$ cat src/rtl/conv_subblock_reader.sv
// conv_subblock_reader
//   Drains the three subblock buffers of a convolutional encoder as a byte
//   stream: all of subblock 0, then 1, then 2, ascending byte index. Each
//   byte takes a REQ -> CAPT -> HOLD pass. That is three cycles per byte
//   when out_ready is held high.
//
// Ports
//   clk, reset          rising-edge clock, synchronous active-high reset
//   computation_done    encoder finished filling the buffers (starts a block)
//   blk_size            0: 132 bytes/subblock, 1: 768 bytes/subblock (latched at start)
//   q0, q1, q2          buffer read data, valid one cycle after the rdreq bit
//   rdreq_subblock      one-hot read request, bit k reads qk
//   out_data/out_sub    byte and its subblock index
//   out_valid/out_ready handshake; out_last marks the final byte of the block
//   busy                a block is being drained
//   blk_done            one-cycle pulse after the final handshake
//   blk_checksum        XOR of all block bytes, valid while blk_done is high
//
// Configuration
//   CONV_READER_CHECKSUM_EN  when defined, a running XOR accumulator drives
//                            blk_checksum; otherwise blk_checksum is 0.

module conv_subblock_reader (
  input  logic       clk,
  input  logic       reset,
  input  logic       computation_done,
  input  logic       blk_size,
  input  logic [7:0] q0,
  input  logic [7:0] q1,
  input  logic [7:0] q2,
  output logic [2:0] rdreq_subblock,
  output logic [7:0] out_data,
  output logic [1:0] out_sub,
  output logic       out_valid,
  input  logic       out_ready,
  output logic       out_last,
  output logic       busy,
  output logic       blk_done,
  output logic [7:0] blk_checksum
);

  typedef enum logic [1:0] {IDLE, REQ, CAPT, HOLD} state_t;

  state_t     state_q, state_d;
  logic [9:0] cnt_q, cnt_d;
  logic [1:0] sub_q, sub_d;
  logic       pend_q, pend_d;
  logic       size_q, size_d;
  logic       cd_q, cd_d;
  logic [7:0] data_q, data_d;
  logic [1:0] osub_q, osub_d;
  logic       valid_q, valid_d;
  logic       last_q, last_d;
  logic       done_q, done_d;

  logic [9:0] last_idx;
  logic [7:0] q_sel;
  logic       start;
  logic       hs;
  logic       cd_rise;

  assign last_idx = size_q ? 10'd767 : 10'd131;
  assign start    = (state_q == IDLE) && (computation_done || pend_q);
  assign hs       = (state_q == HOLD) && out_ready;
  assign cd_d     = computation_done;
  assign cd_rise  = computation_done && !cd_q;

  // One request line per subblock; only asserted in REQ.
  genvar gi;
  for (gi = 0; gi < 3; gi++) begin : g_rdreq
    assign rdreq_subblock[gi] = (state_q == REQ) && (sub_q == 2'(gi));
  end

  always_comb begin
    case (sub_q)
      2'd0:    q_sel = q0;
      2'd1:    q_sel = q1;
      2'd2:    q_sel = q2;
      default: q_sel = 8'h00;
    endcase
  end

  always_comb begin
    state_d = state_q;
    cnt_d   = cnt_q;
    sub_d   = sub_q;
    pend_d  = pend_q;
    size_d  = size_q;
    data_d  = data_q;
    osub_d  = osub_q;
    valid_d = valid_q;
    last_d  = last_q;
    done_d  = 1'b0;

    // A new block announced while draining is remembered once; further
    // edges while pending are absorbed.
    if (cd_rise && (state_q != IDLE)) begin
      pend_d = 1'b1;
    end

    case (state_q)
      IDLE: begin
        if (start) begin
          size_d  = blk_size;
          cnt_d   = 10'd0;
          sub_d   = 2'd0;
          pend_d  = 1'b0;
          state_d = REQ;
        end
      end
      REQ: begin
        state_d = CAPT;
      end
      CAPT: begin
        data_d  = q_sel;
        osub_d  = sub_q;
        valid_d = 1'b1;
        last_d  = (sub_q == 2'd2) && (cnt_q == last_idx);
        state_d = HOLD;
      end
      HOLD: begin
        if (out_ready) begin
          valid_d = 1'b0;
          last_d  = 1'b0;
          if (cnt_q < last_idx) begin
            cnt_d   = cnt_q + 10'd1;
            state_d = REQ;
          end else if (sub_q < 2'd2) begin
            cnt_d   = 10'd0;
            sub_d   = sub_q + 2'd1;
            state_d = REQ;
          end else begin
            done_d  = 1'b1;
            state_d = IDLE;
          end
        end
      end
      default: state_d = IDLE;
    endcase
  end

  always_ff @(posedge clk) begin
    if (reset) begin
      state_q <= IDLE;
      cnt_q   <= 10'd0;
      sub_q   <= 2'd0;
      pend_q  <= 1'b0;
      size_q  <= 1'b0;
      cd_q    <= 1'b0;
      data_q  <= 8'h00;
      osub_q  <= 2'd0;
      valid_q <= 1'b0;
      last_q  <= 1'b0;
      done_q  <= 1'b0;
    end else begin
      state_q <= state_d;
      cnt_q   <= cnt_d;
      sub_q   <= sub_d;
      pend_q  <= pend_d;
      size_q  <= size_d;
      cd_q    <= cd_d;
      data_q  <= data_d;
      osub_q  <= osub_d;
      valid_q <= valid_d;
      last_q  <= last_d;
      done_q  <= done_d;
    end
  end

`ifdef CONV_READER_CHECKSUM_EN
  logic [7:0] acc_q, acc_d;

  // Holds the final XOR through the blk_done cycle; only a new block start
  // clears it.
  always_comb begin
    acc_d = acc_q;
    if (start) begin
      acc_d = 8'h00;
    end else if (hs) begin
      acc_d = acc_q ^ data_q;
    end
  end

  always_ff @(posedge clk) begin
    if (reset) begin
      acc_q <= 8'h00;
    end else begin
      acc_q <= acc_d;
    end
  end

  assign blk_checksum = acc_q;
`else
  assign blk_checksum = 8'h00;
`endif

  assign out_data  = data_q;
  assign out_sub   = osub_q;
  assign out_valid = valid_q;
  assign out_last  = last_q;
  assign busy      = (state_q != IDLE);
  assign blk_done  = done_q;

endmodule

$ cat config.mk
export PLATFORM = sky130hd
export DESIGN_NAME = conv_subblock_reader
export DESIGN_NICKNAME = d
export VERILOG_FILES = /design/src/rtl/conv_subblock_reader.sv
export SDC_FILE = /design/constraint.sdc
export NUM_CORES = 1
export LEC_CHECK = 0
export CORE_MARGIN = 5
export CORE_UTILIZATION = 30
export CTS_CLUSTER_DIAMETER = 60
export CTS_CLUSTER_SIZE = 12
export DETAILED_ROUTE_END_ITERATION = 10
export PLACE_DENSITY_LB_ADDON = 0.15
export SLEW_MARGIN = 20
export SYNTH_ARGS = -nofsm -noshare
export SYNTH_HDL_FRONTEND = slang
export SYNTH_SLANG_ARGS = --single-unit
$ cat constraint.sdc
create_clock -name clk -period 1.7 [get_ports clk]
set_input_delay 0.425 -clock clk [delete_from_list [all_inputs] [get_ports clk]]
set_output_delay 0.425 -clock clk [all_outputs]
set_load 0.02 [all_outputs]
==> qor.yml <==
synth:
  seq_area_frac_synth_pct: 33.7
  syn_area_mm2: 0.00178
  yosysUniqueCellTypes: 39
  yosys_warnings: 0
  avgSynthCellArea_um2: 8.40
  synth_seq_cells: 30
  netlist_instances: 212
layout:
  synthToLayoutAreaGrowth_pct: 53.2
  final_common_cell: "buf_4"
  most-common-layout-cells: "buf_4 (37), clkdlybuf4s50_1 (35), dfxtp_1 (27), nor2_1 (26), inv_1 (17)"
  fillCellCount: 582
  instances_no_fill: 365
  finalNetCount: 334
  drive_above_1_share_pct: 24.5
  ff_latch_area_um2: 604
  antenna_cells: 0
  multiInputGateArea_mm2: 0.00115
  utilization_pct: 46.6
die:
  ioPinCount: 54
  coreArea_mm2: 0.00585
  dieArea_mm2: 0.00758
  initial_core_util_pct: 30.4
  die_y_um: 87.0
  die_w_um: 87.0
  rows: 28
power_and_ir_drop:
  p_leak_uw: 0.00116
  ir_worst_vdd_mv: 0.818
  p_per_area_mw_per_mm2: 963
placed_design:
  pre_cts_slack_ns: -0.398
  placed_cells: 356
  port_buffers: 45
  place_congestion: 0.729
  hpwl_mm: 3.83
route:
  drc_errors: 0
  vias: 1772
  ant_nets: 0
  wire_per_inst_um: 14.0
  drt_iter0_drc: 84
  vias_per_cell: 4.85
  wl_mm: 5.11
  drt_first_pass_iters: 6
worst_setup_path:
  regToRegEndpoint: "cnt_q[8]"
  crit_end: "cnt_q[8]"
  crit_buf_inv: 2
  required_ns: 1.90
  cp_max_fo: 9
  start_kind: "flip-flop"
  cp-end-kind: "flip-flop"
  cp_cell_sequence: "inv_4 -> ha_4 -> nand4b_1 -> buf_4 -> o211a_4 -> a211oi_4 -> o21bai_4 -> o221ai_1"
  arrival_ns: 2.17
  r2r_slack_ns: -0.26
  rr_worst_depth: 8
  crit_path_top_delay_cell: "dfxtp_2"
  max_stage_delay_ns: 0.35
  path_delay_family: "compound AO/OA/AOI/OAI gates"
  path_depth: 8
  setup.worst_path.class: "flip-flop to flip-flop"
  critPathLaunch: "size_q"
  r2r-start: "size_q"
sta:
  setup-tns-final_ns: -2.72
  hold_viol_final: 0
  finalSetupViolCount: 14
  rsz0062_at_grt: "yes"
  drv_slew: 0
  max_freq_mhz: 509
  post-route-min-period_ns: 1.96
  clock_skew_ns: 0.00220
  whs_ns: 0.455
  setup_ws_ns: -0.264
  fin_crit_sh_pct: 116
global_route:
  gr-total-overflow: 0
  grt_usage_pct: 14.4
  antenna_found_initial: 0
  grt_pass1_wl_mm: 8.47
  grt_max_degree: 15
  first_global_vias: 1855
outcome:
  status: "complete, but fails checks"
  violations: "negative setup slack"
clock_tree:
  clock_latency_ns: 0.28
  cts_buffers: 5
  cts_hold_buffers: 0
  tritoncts: "done"
  clock_path_buffers: 2
  path_clk_slew_ns: 0.07
  cts_sinks: 30
  root_buffer: "clkbuf_8"
  htreeDepth: 2
min_path:
  holdCritPathClass: "flip-flop to flip-flop"
run:
  maxCapViolCount: 0
==> synth_stat cells, drive strengths merged <==
library cell	instances	share of area, %
nor4	4	1.4
and2	4	1.5
nor3b	1	0.42
clkbuf	9	1.9
o21bai	1	0.63
a221oi	1	0.49
mux2i	12	6.7
o32a	1	0.56
nand3b	2	0.84
and4b	1	0.56
a31oi	2	0.70
nand4	3	1.1
o21a	2	0.84
nor3	3	0.84
a222oi	8	4.5
nor2	26	5.5
nor2b	2	0.70
o221ai	2	0.98
or3	2	0.98
o21ai	10	2.8
and3	2	0.70
o311ai	1	0.49
a211oi	3	1.5
o211ai	5	2.1
a21oi	5	1.4
o22ai	1	0.35
nand4b	1	0.49
nand3	13	3.7
ha	16	11
inv	18	3.8
dfxtp	30	34
buf	9	3.7
nand2	10	2.1
o211a	1	0.56
conb	1	0.21
==> registers in the layout, indices dropped and copies added (netlist names) <==
signal / flops
state_q: 2
sub_q: 2
pend_q: 1
cd_q: 1
out_data: 8
out_last: 1
blk_done: 1
out_valid: 1
out_sub: 2
cnt_q: 10
size_q: 1
==> cell type report <==
type                       count  share of cell area [%]
clock buffer                   7                    3.17
clock inverter                 1                   0.183
inverter                      18                    2.57
multi-input combinational    153                    42.2
sequential                    30                    22.2
tap                           75                    3.44
timing repair buffer          81                    26.3
==> worst min path at each step <==
stage / slack, ns / depth (start not counted) / from / endpoint
final: 0.45 / 2 / out_valid / out_valid
after global routing: 0.50 / 2 / out_valid / out_valid
after CTS: 0.46 / 2 / out_valid / out_valid
after detailed placement: 0.45 / 2 / out_valid / out_valid
after global placement: 0.45 / 2 / out_valid / out_valid
after floorplan: 0.48 / 2 / cnt_q[0] / cnt_q[0]
==> stage by stage <==
step / area (µm²) / total power [µW]
after global routing: 2730 / 2810
after CTS: 2710 / 2690
final: 2730 / 2630
after floorplan: 1870 / 1520
after global placement: 2570 / 2030
after detailed placement: 2570 / 2040
==> worst min-delay path: stages, from the launching register on <==
cell	delay, ns
dfxtp_1	0.31
nand2_1	0.05
a21oi_1	0.05
==> where the power goes <==
group | leakage, µW | switching, µW | internal (µW)
sequential | 0.000245 | 46.4 | 792
clock | 0.0000482 | 281 | 326
combinational | 0.000866 | 635 | 546
==> cell families after synthesis <==
| family | count (synthesis) | synth area share (%) |
|---|---|---|
| AOI/OAI and AO/OA | 43 | 18.0 |
| adders and majority gates | 16 | 11.2 |
| buffers and inverters | 36 | 9.35 |
| DFF | 30 | 33.7 |
| muxes | 12 | 6.75 |
| other | 1 | 0.211 |
| and+or+nand+nor | 74 | 20.7 |
==> repair_timing <==
action | CTS | global route
endpoints found under the setup margin | 18 | 23
setup buffers | 1 | 0
gates resized for setup | 30 | 13
gates cloned | 0 | 0
endpoints found under the hold margin | 0 | 0
pin swaps | 2 | 0
==> metal layers <==
layer / up-vias / part of all wire (%) / GRT usage (%)
met3: 7 / 5.6 / 4.35
li1: 900 / - / -
met5: - / 0 / 0
met2: 40 / 49 / 24.2
met4: 0 / 1.6 / 6.94
met1: 825 / 44 / 16.4
(Power assumes the default switching activity.)
